$ cat src/rtl/mips_pkg.sv
// Shared definitions for the MIPS front end: fetch FSM encoding, NOP word,
// default reset PC and a word-alignment helper.
package mips_pkg;

  typedef enum logic [1:0] {
    S_REQ   = 2'd0,
    S_HOLD  = 2'd1,
    S_DRAIN = 2'd2
  } fetch_state_t;

  localparam logic [31:0] NOP_ENCODING     = 32'h0000_0000;
  localparam logic [31:0] DEFAULT_RESET_PC = 32'h0000_0000;

  function automatic logic [31:0] word_align(input logic [31:0] addr);
    return {addr[31:2], 2'b00};
  endfunction

endpackage

$ cat src/rtl/pc_reg.sv
// Program counter: redirect load (word-aligned) has priority over +4 advance.
// Arithmetic wraps modulo 2^32.
module pc_reg
  import mips_pkg::*;
#(
  parameter logic [31:0] RESET_PC = DEFAULT_RESET_PC
) (
  input  logic        clk,
  input  logic        rst,
  input  logic        inc,
  input  logic        load,
  input  logic [31:0] load_pc,
  output logic [31:0] pc,
  output logic [31:0] pc_plus4
);

  assign pc_plus4 = pc + 32'd4;

  always_ff @(posedge clk or posedge rst) begin
    if (rst) begin
      pc <= RESET_PC;
    end else if (load) begin
      pc <= word_align(load_pc);
    end else if (inc) begin
      pc <= pc_plus4;
    end
  end

endmodule

$ cat src/rtl/fetch_unit.sv
// Instruction fetch stage: request FSM, one-word stall buffer, IF/ID outputs.
// Optional macro FETCH_PERF_EN adds the fetch_count delivery counter.
//
// Handshake: imem_req/imem_addr are driven from registered state only; once
// imem_req is high they stay stable until a cycle with imem_ack=1, and
// imem_ack is ignored whenever imem_req is low.
module fetch_unit
  import mips_pkg::*;
#(
  parameter logic [31:0] RESET_PC  = DEFAULT_RESET_PC,
  parameter logic [31:0] NOP_INSTR = NOP_ENCODING
) (
  input  logic        clk,
  input  logic        rst,
  input  logic        stall,
  input  logic        redirect,
  input  logic [31:0] redirect_pc,
  output logic        imem_req,
  output logic [31:0] imem_addr,
  input  logic        imem_ack,
  input  logic [31:0] imem_rdata,
  output logic [31:0] PC_out,
  output logic [31:0] instruction_out,
  output logic        valid_out,
`ifdef FETCH_PERF_EN
  output logic [31:0] fetch_count,
`endif
  output logic [1:0]  state_dbg
);

  fetch_state_t state, next_state;

  logic        started;
  logic [31:0] pc, pc_plus4;
  logic [31:0] drain_addr;
  logic [31:0] buf_instr, buf_pc;

  logic req_live, ack_ok;
  logic pc_inc, pc_load;
  logic deliver_now, deliver_buf, bubble;
  logic buf_load, drain_load;

  pc_reg #(
    .RESET_PC(RESET_PC)
  ) u_pc_reg (
    .clk      (clk),
    .rst      (rst),
    .inc      (pc_inc),
    .load     (pc_load),
    .load_pc  (redirect_pc),
    .pc       (pc),
    .pc_plus4 (pc_plus4)
  );

  // No request is live in the first cycle after reset, so a late ack from an
  // abandoned transaction cannot be mistaken for data.
  assign req_live  = started && (state != S_HOLD);
  assign ack_ok    = imem_ack && req_live;
  assign imem_req  = req_live;
  assign imem_addr = (state == S_DRAIN) ? drain_addr : pc;
  assign state_dbg = state;

  always_ff @(posedge clk or posedge rst) begin
    if (rst) begin
      state <= S_REQ;
    end else begin
      state <= next_state;
    end
  end

  always_comb begin
    next_state  = state;
    pc_inc      = 1'b0;
    pc_load     = 1'b0;
    deliver_now = 1'b0;
    deliver_buf = 1'b0;
    bubble      = 1'b0;
    buf_load    = 1'b0;
    drain_load  = 1'b0;
    case (state)
      S_REQ: begin
        if (redirect) begin
          pc_load = 1'b1;
          bubble  = 1'b1;
          if (req_live && !imem_ack) begin
            // Outstanding request must complete on its old address.
            next_state = S_DRAIN;
            drain_load = 1'b1;
          end
        end else if (ack_ok) begin
          if (stall) begin
            buf_load   = 1'b1;
            next_state = S_HOLD;
          end else begin
            deliver_now = 1'b1;
            pc_inc      = 1'b1;
          end
        end else if (!stall) begin
          bubble = 1'b1;
        end
      end
      S_HOLD: begin
        if (redirect) begin
          pc_load    = 1'b1;
          bubble     = 1'b1;
          next_state = S_REQ;
        end else if (!stall) begin
          deliver_buf = 1'b1;
          pc_inc      = 1'b1;
          next_state  = S_REQ;
        end
      end
      S_DRAIN: begin
        pc_load = redirect;
        bubble  = redirect || !stall;
        if (imem_ack) begin
          next_state = S_REQ;
        end
      end
      default: begin
        next_state = S_REQ;
      end
    endcase
  end

  always_ff @(posedge clk or posedge rst) begin
    if (rst) begin
      started    <= 1'b0;
      drain_addr <= 32'd0;
      buf_instr  <= NOP_INSTR;
      buf_pc     <= 32'd0;
    end else begin
      started <= 1'b1;
      if (drain_load) begin
        drain_addr <= pc;
      end
      if (buf_load) begin
        buf_instr <= imem_rdata;
        buf_pc    <= pc_plus4;
      end
    end
  end

  // PC_out is left untouched by bubbles; only valid_out qualifies it.
  always_ff @(posedge clk or posedge rst) begin
    if (rst) begin
      PC_out          <= 32'd0;
      instruction_out <= NOP_INSTR;
      valid_out       <= 1'b0;
    end else if (deliver_now) begin
      PC_out          <= pc_plus4;
      instruction_out <= imem_rdata;
      valid_out       <= 1'b1;
    end else if (deliver_buf) begin
      PC_out          <= buf_pc;
      instruction_out <= buf_instr;
      valid_out       <= 1'b1;
    end else if (bubble) begin
      instruction_out <= NOP_INSTR;
      valid_out       <= 1'b0;
    end
  end

`ifdef FETCH_PERF_EN
  always_ff @(posedge clk or posedge rst) begin
    if (rst) begin
      fetch_count <= 32'd0;
    end else if (deliver_now || deliver_buf) begin
      fetch_count <= fetch_count + 32'd1;
    end
  end
`endif

endmodule

$ cat config.mk
export PLATFORM = sky130hd
export DESIGN_NAME = fetch_unit
export DESIGN_NICKNAME = d
export VERILOG_FILES = /design/src/rtl/mips_pkg.sv /design/src/rtl/pc_reg.sv /design/src/rtl/fetch_unit.sv
export SDC_FILE = /design/constraint.sdc
export NUM_CORES = 1
export LEC_CHECK = 0
export BUFFER_PORTS_ARGS = -buffer_cell sky130_fd_sc_hd__buf_4
export CORE_MARGIN = 2
export CORE_UTILIZATION = 55
export DETAILED_ROUTE_END_ITERATION = 10
export PLACE_DENSITY_LB_ADDON = 0.05
export SETUP_SLACK_MARGIN = 0.4
export SLEW_MARGIN = 15
export SYNTH_ARGS = -nofsm -noshare
export SYNTH_HDL_FRONTEND = slang
export SYNTH_SLANG_ARGS = --single-unit
$ cat constraint.sdc
create_clock -name clk -period 7.5 [get_ports clk]
set_input_delay 0.375 -clock clk [delete_from_list [all_inputs] [get_ports clk]]
set_output_delay 0.375 -clock clk [all_outputs]
set_load 0.005 [all_outputs]
==> metrics list, run 1 <==
- Post-Route Skew: 0.00528 ns
- After synthesis, the netlist uses 50 different library cells.
- Critical-path cell with the highest stage delay: sky130_fd_sc_hd__dfrtp_1
* Number of hold violations in the final report: 0
- The number of global-route vias before repair came to 6383.
- The share of total power dissipated in combinational logic is 0.194.
- Final setup violating endpoints: 0
- Nature of the critical path endpoint: output pin
- Clock root buffer: sky130_fd_sc_hd__clkbuf_16
* Synth warnings: 0
- Quantity of gates resized following cts: 0
* Most instantiated cells after synthesis: 188 x sky130_fd_sc_hd__dfrtp_1, 95 x sky130_fd_sc_hd__mux2_2, 58 x sky130_fd_sc_hd__nand2_1
- The biggest area contributor in the post-synthesis netlist is sky130_fd_sc_hd__dfrtp_1.
- Crit Path Category: reg -> out
- Setup repair after global routing left no endpoint under its margin.
* Cells along the critical path: inv_1 > nor2_2 > buf_4 > mux2_2 > buf_4
- DRT iter0 DRCs: 548
- Required arrival time at the worst endpoint: 7.12 ns
- Power Total: 2.87 mW
- For this run, the leading register cell type out of synthesis is sky130_fd_sc_hd__dfrtp_1.
* CTS tree: done
* Post-layout worst setup margin: 4.92 ns
- At the pin with the least slew margin, the transition time is 1.08 ns.
- Reg area: 4700 um2
- Skew-Pair Late Insertion Delay: 0.42 ns
- In the final routed layout, each cell accounts on average for 18.3 um.
- Sequential share of power: 0.476
- The final route contains 6590 vias.
* Post-route design area: 10600 um2
- Based on the critical path, the design can be clocked at up to 387 MHz.
* Biggest registers after layout: buf_instr (32), instruction_out (32)
- Setup Slack @ Placement: 4.97 ns
- Once detail routing completed, the nets flagged for antenna violations numbered 0.
- Max-slew violation count: 0
* Global-route usage over all layers: 0.249
* Instance area at placement: 9980 um2
* Layout overhead on the synthesized area: 21.5%
* Placement row count: 46
* Net count, final: 967
- In this run the critical register-to-register path is captured at u_pc_reg.pc[12]$_DFFE_PP0P_.
- Summing all multi-input logic gate instances after layout gives 3590 um2.
- Port buffering added 162 buffers.
- Reg2reg start: state_dbg[1]$_DFFE_PP0P_
- After synthesis, the mean cell area works out to 11.2 um2.
* Number of CTS-inserted buffers: 17
* End of the critical path: imem_addr[25]
- The synthesized design contains 188 register bits.
- Once the clock tree was built, the setup fixing pass inserted 0 buffers.
* Number of inserted diodes: 0
- Result of the run: finished, final reports clean
- Cell with the most instances after synthesis: sky130_fd_sc_hd__dfrtp_1
* Detailed placement HPWL: 13.3 mm
- For this configuration, the core starts out at a cell density of 0.555.
* Cell count after placement: 1094
- The synthesized design contains 0 enable-type register cells.
- Max Cap Violations: 0
- After synthesis, the share of flip-flops with an asynchronous set or reset is 1.00.
* Maximum VDD drop: 0.163 mV
- Crit path largest cell delay: 0.55 ns
- Ratio of cells with drive above 1 in the final layout: 0.347
* Length in cells of the worst reg-to-reg path: 5
* Number of fill cells in the layout: 1227
* I/O pin cnt: 169
* Sequential-to-total area share from yosys stat: 0.539
- DIE AREA: 16900 um2
* Internal Dissipation: 2.10 mW
- The worst setup path is launched from a register.
- The total overflow left after global routing is 0.
* Classification of the worst-slack hold path: in -> async
* Leakage power: 4.99 nW
* Sum Neg Setup Slack: 0 ns
* Bufs on Longest Clock Path: 2
* Clock transition at the registers of the reported paths: 0.07 ns
- Arrival time worst endpoint: 2.21 ns
- Share of Yosys cell area claimed by the top area cell type: 0.539
- Routability-driven placement finished with a final weighted congestion of 0.869.
* Instance count of the mapped netlist: 777
* Start point of the critical path: state_dbg[1]$_DFFE_PP0P_
- After clock tree synthesis, the flow added hold-fix buffers numbering 0.
- The worst register-to-register path has a setup slack of 5.02 ns.
* First-pass detailed-route iteration total: 5
- In this design, the critical path's most frequently occurring cell is sky130_fd_sc_hd__buf_4.
- Period minus WS final: 2.58 ns
- Number of design rule violations left after detail routing: 0
- Switching share of power: 0.268
- Antenna violations before repair: 0
- Area of the mapped netlist: 8730 um2
- The analysis attributes to net switching a power of 0.769 mW.
- Core area: 15700 um2
- In this run the vertical extent of the chip is 130 um.
- Non-filler cells, final: 1125
* Worst Path Max Fanout: 31
* Total Routed Length: 20.5 mm
- Hold is met by 0.116 ns.
* Leading post-synthesis cells by cell area: sky130_fd_sc_hd__dfrtp_1 54%, sky130_fd_sc_hd__mux2_2 12%, sky130_fd_sc_hd__a222oi_1 3.7%
* Portion of total power attributed to the clock network: 0.330
- Deepest level of the CTS H-tree: 4
- Drt via density: 5.86
- Wire length of the first global-routing pass: 33.0 mm
- Total clock sinks: 188
* Relative max-transition margin: 0.273
- Once layout is complete, the utilization of the core stands at 0.675.
- Measured along the x axis, the die boundary spans 130 um.
* Power Dens Cells: 271 nW/um2
* Maximum number of pins on one net before global-route repair: 121
- Portion of the clock cycle consumed by the worst path in the final layout: 0.345
how the worst min path moves through the flow:
stage	start	to	cells after the start
after floorplan	drain_addr[31]$_DFFE_PP0P_	drain_addr[31]$_DFFE_PP0P_	2
after global placement	buf_instr[1]$_DFFE_PP0P_	instruction_out[1]$_DFFE_PP0P_	2
after detailed placement	buf_pc[12]$_DFFE_PP0P_	buf_pc[12]$_DFFE_PP0P_	2
after CTS	imem_rdata[9]	instruction_out[9]$_DFFE_PP0P_	3
after global routing	imem_rdata[6]	instruction_out[6]$_DFFE_PP0P_	3
final	rst	instruction_out[23]$_DFFE_PP0P_	2
kinds of logic (layout without fill, tap and decap cells):
group                    Yosys count  after routing  share of synthesized area
AND/OR/NAND/NOR                  190            190                      0.118
flip-flops                       188            188                      0.539
AO/OA/AOI/OAI                    161            161                      0.132
buffers and inverters            107            236                     0.0520
multiplexers                     100            100                      0.128
XOR/XNOR                          28             28                     0.0281
other                              2              5                   0.000861
adder cells (fa/ha/maj)            1              1                    0.00143
critical path, delay by kind of cell (launching register included):
kind | cells | cell delay (ns)
flip-flops | 1 | 0.55
AND/OR/NAND/NOR | 1 | 0.15
buffers and inverters | 3 | 0.66
multiplexers | 1 | 0.41
final cells by class:
class                   instances  share of cell area
flip-flops and latches        188               0.444
multi-input cells             485               0.339
repair buffers                170               0.120
clock buffers                  17              0.0401
well taps                     216              0.0255
clock inverters                14              0.0184
inverters                      35              0.0131
power by group through the flow:
| stage | Clock [mW] | Combinational [mW] | Sequential [mW] |
|---|---|---|---|
| 2_1_floorplan | 0 | 0.347 | 1.33 |
| 3_3_place_gp | 0 | 0.540 | 1.36 |
| 3_5_place_dp | 0 | 0.559 | 1.38 |
| 4_1_cts | 0.967 | 0.564 | 1.36 |
| 5_1_grt | 1.01 | 0.616 | 1.39 |
| 6_report | 0.948 | 0.557 | 1.36 |
metal layers:
layer  wire (um)  vias up  GRT usage
met5           0        -          0
met4         383        0     0.0923
met1        9350     3253      0.362
met2        9420      267      0.371
li1            -     3043          -
met3        1380       27     0.0521
layout by cell type (no fill, tap or decap), types with 18 or more instances in the layout:
cell type | netlist | final
sky130_fd_sc_hd__buf_4 | 6 | 170
sky130_fd_sc_hd__inv_1 | 35 | 34
sky130_fd_sc_hd__mux2_2 | 95 | 95
sky130_fd_sc_hd__xor2_1 | 22 | 22
sky130_fd_sc_hd__a21oi_1 | 25 | 25
sky130_fd_sc_hd__a222oi_1 | 32 | 32
sky130_fd_sc_hd__nand2_1 | 58 | 57
sky130_fd_sc_hd__a211oi_1 | 21 | 21
sky130_fd_sc_hd__nand3_1 | 36 | 36
sky130_fd_sc_hd__nor2b_1 | 21 | 21
sky130_fd_sc_hd__dfrtp_1 | 188 | 188
sky130_fd_sc_hd__o21ai_0 | 41 | 41
sky130_fd_sc_hd__nor2_1 | 19 | 18
(Power assumes the default switching activity.)
==> run 2, diff against run 1 <==
Settings changed: ABC_AREA set to 1.
Clock period 7.5 ns to 2.7 ns, I/O delays scaled along.
==> run 2 against run 1 <==
  * Sequential power grew to 2.8 times the previous value
  * Flip-flop and latch count stayed put
  * First-iteration DRC count is 15% higher
  * Synthesized cell count is 53% higher
  * Core utilization is 4.0 points higher
  * Critical path type unchanged
  * Critical endpoint is now imem_addr[21]
  * Largest cell class unchanged
  * Highest routed layer unchanged
==> metrics list, run 2 <==
- Routed wire per std cell: 15.0 um
- Worst Max-Slew Pin Slew: 0.828 ns
* Crit Path Category: reg -> out
- Quantity of gates resized following cts: 0
* Cell taking the most area after synthesis: sky130_fd_sc_hd__dfrtp_1
- DRT iter0 DRCs: 631
- For this run, the leading register cell type out of synthesis is sky130_fd_sc_hd__dfrtp_1.
- Most common cell after layout, fill and taps aside: sky130_fd_sc_hd__nand2_1
* Drt via density: 5.17
* GR Overflow Total: 0
- Total number of vias: 8372
- Syn Area/Cell: 7.72 um2
* Maximum frequency from static timing analysis: 466 MHz
- Instance count of the mapped netlist: 1186
* Total Routed Length: 24.3 mm
- Final setup violating endpoints: 0
- Instance area at placement: 10400 um2
- The synthesized netlist occupies a cell area of 9150 um2.
- Synthesis inferred 188 register bits.
- Commonest non-fill, non-tap cells in the layout: 482 x sky130_fd_sc_hd__nand2_1, 188 x sky130_fd_sc_hd__dfrtp_1, 176 x sky130_fd_sc_hd__buf_4
- Most instantiated cells after synthesis: 482 x sky130_fd_sc_hd__nand2_1, 188 x sky130_fd_sc_hd__dfrtp_1, 121 x sky130_fd_sc_hd__inv_1
* Async SR Flop Fraction: 1.00
- 0 antenna diodes ended up in the layout.
* Sum Neg Setup Slack: 0 ns
* Antenna Violating Nets Remaining: 0
- Across the routed clock network, the largest skew measured is 0.00907 ns.
- Number of CTS-inserted buffers: 17
* I/O pin cnt: 169
- Max-slew violation count: 0
- The final layout contains 1455 nets.
- Relative to the synthesized area, the layout overhead comes to 28.2%.
- Last weighted congestion value of the routability-driven placer: 0.901
- CTS placed an instance of sky130_fd_sc_hd__clkbuf_16 at the clock tree root.
- Clock-pin slew was measured on the worst setup and hold paths at 0.07 ns.
- The H-tree was split into 4 levels.
- RSZ-0062 raised after global routing: no
- In the final layout, the share of cells above drive strength 1 is 0.169.
* Count of hold buffers inserted by post-cts repair: 62
- Power Dens Cells: 713 nW/um2
- Die span in y: 133 um
* Arrival time worst endpoint: 2.01 ns
- Kind of start point of the critical path: register
* Maximum VDD drop: 0.513 mV
- Post-layout worst setup margin: 0.552 ns
- In the final layout, the registers with the most flip-flops are buf_instr (32), instruction_out (32).
- Post-CTS setup repair buffer count: 0
- At the placement stage, the worst setup path has a slack of 0.789 ns.
* Bufs on Longest Clock Path: 2
- Total clock sinks: 188
* Number of global-route vias before repair: 8078
* Relative max-transition margin: 0.448
- Global-route usage over all layers: 0.286
- Nature of the critical path endpoint: output pin
* Max Cap Violations: 0
* Post-route design area: 11700 um2
* Placement row count: 47
- Period minus WS final: 2.15 ns
- The completed layout was analyzed and its total power is 8.37 mW.
- The first global-routing pass estimated 40.2 mm of wire.
* Leading post-synthesis cells by cell area: sky130_fd_sc_hd__dfrtp_1 51%, sky130_fd_sc_hd__nand2_1 20%, sky130_fd_sc_hd__inv_1 5.0%
- Share of Yosys cell area claimed by the top area cell type: 0.514
- Maximum number of pins on one net before global-route repair: 133
* Core area: 16400 um2
- The flow ran to the end, and the final reports show no timing, DRC or antenna violations.
* Number of hold violations in the final report: 0
* Classification of the worst-slack hold path: in -> reg
- CTS tree: done
- Skew-Pair Late Insertion Delay: 0.44 ns
- Counting flops with a built-in enable in the synthesized netlist gives 0.
- Number of design rule violations left after detail routing: 0
* Required arrival time at the worst endpoint: 2.57 ns
- Floorplan die width: 133 um
- Synth warnings: 0
* Worst hold slack across all endpoints: 0.0238 ns
- The analysis attributes to cell leakage a power of 6.02 nW.
* Initial standard-cell utilization of the core: 0.558
- First-pass detailed-route iteration total: 5
- Among all cell types in the netlist, the one instantiated most often is sky130_fd_sc_hd__nand2_1.
* Worst Path Max Fanout: 61
- DIE AREA: 17700 um2
- In the finished design, the share of the clock period the worst path needs comes to 0.796.
* Number of fill cells in the layout: 1355
- Count of cell types in the netlist: 34
* Antenna violations before repair: 0
* Detailed placement HPWL: 15.9 mm
- Buffers placed on the I/O ports in this run total 162.
* Sequential-to-total area share from yosys stat: 0.514
==> run 2: cell count changes after synthesis, moves of 32 or more <==
cell / delta
sky130_fd_sc_hd__o21ai_0: +40
sky130_fd_sc_hd__a222oi_1: -32
sky130_fd_sc_hd__nand2_1: +424
sky130_fd_sc_hd__nor2_1: +53
sky130_fd_sc_hd__mux2_2: -95
sky130_fd_sc_hd__inv_1: +86
==> run 2: final timing paths <==
check                                          from                     endpoint  slack [ns]  depth (start not counted)
min reg2reg                   buf_pc[5]$_DFFE_PP0P_        buf_pc[5]$_DFFE_PP0P_        0.47                          2
min in group asynchronous                       rst     buf_instr[4]$_DFFE_PP0P_        0.47                          4
max                        state_dbg[0]$_DFFE_PP0P_                imem_addr[21]        0.55                          4
min                                 redirect_pc[19]  u_pc_reg.pc[19]$_DFFE_PP0P_        0.02                          5
max reg2reg                state_dbg[0]$_DFFE_PP0P_   u_pc_reg.pc[8]$_DFFE_PP0P_        0.72                          8
max in group asynchronous                       rst  u_pc_reg.pc[21]$_DFFE_PP0P_        1.68                          4
==> run 2: critical path, cell delays in order (launching register included) <==
cell	delay, ns
sky130_fd_sc_hd__dfrtp_1	0.47
sky130_fd_sc_hd__or2_2	0.33
sky130_fd_sc_hd__buf_4	0.29
sky130_fd_sc_hd__o21ai_0	0.31
sky130_fd_sc_hd__buf_4	0.16
==> run 2: layer usage <==
metal	routed length (um)	global-route usage	part of all wire	vias to the layer above
met1	10600	0.390	0.43	3927
met3	1480	0.0479	0.061	41
met5	0	0	0	-
li1	-	-	-	4095
met4	590	0.106	0.024	0
met2	11700	0.462	0.48	309
==> run 2: metrics by stage <==
stage,util,cells
5_1_grt,0.715,1618
3_3_place_gp,0.636,1524
6_report,0.715,1618
4_1_cts,0.715,1618
3_5_place_dp,0.636,1524
2_1_floorplan,-,1189
==> run 2: cells by family (layout without fill, tap and decap cells) <==
group | count (synthesis) | count (layout) | share of synthesized area
simple gates | 630 | 630 | 0.280
fa+ha+maj | 1 | 1 | 0.00137
other cells | 2 | 5 | 0.000820
buf+inv | 189 | 398 | 0.0914
flops | 188 | 188 | 0.514
compound gates | 169 | 169 | 0.106
xor+xnor | 7 | 7 | 0.00670
==> run 2: power breakdown <==
| part | internal, mW | total [mW] | switching [mW] |
|---|---|---|---|
| logic | 0.807 | 1.71 | 0.903 |
| clock network | 1.78 | 2.90 | 1.12 |
| registers | 3.40 | 3.76 | 0.367 |
| total | 5.98 | 8.37 | 2.39 |
==> run 2: cell type report <==
| cell class | count | area (um2) | share of cell area |
|---|---|---|---|
| multi-input cells | 812 | 3630 | 0.310 |
| clock inverters | 12 | 233 | 0.0198 |
| repair buffers | 239 | 1960 | 0.167 |
| well taps | 220 | 275 | 0.0235 |
| flip-flops and latches | 188 | 4700 | 0.401 |
| inverters | 127 | 480 | 0.0409 |
| clock buffers | 20 | 447 | 0.0381 |
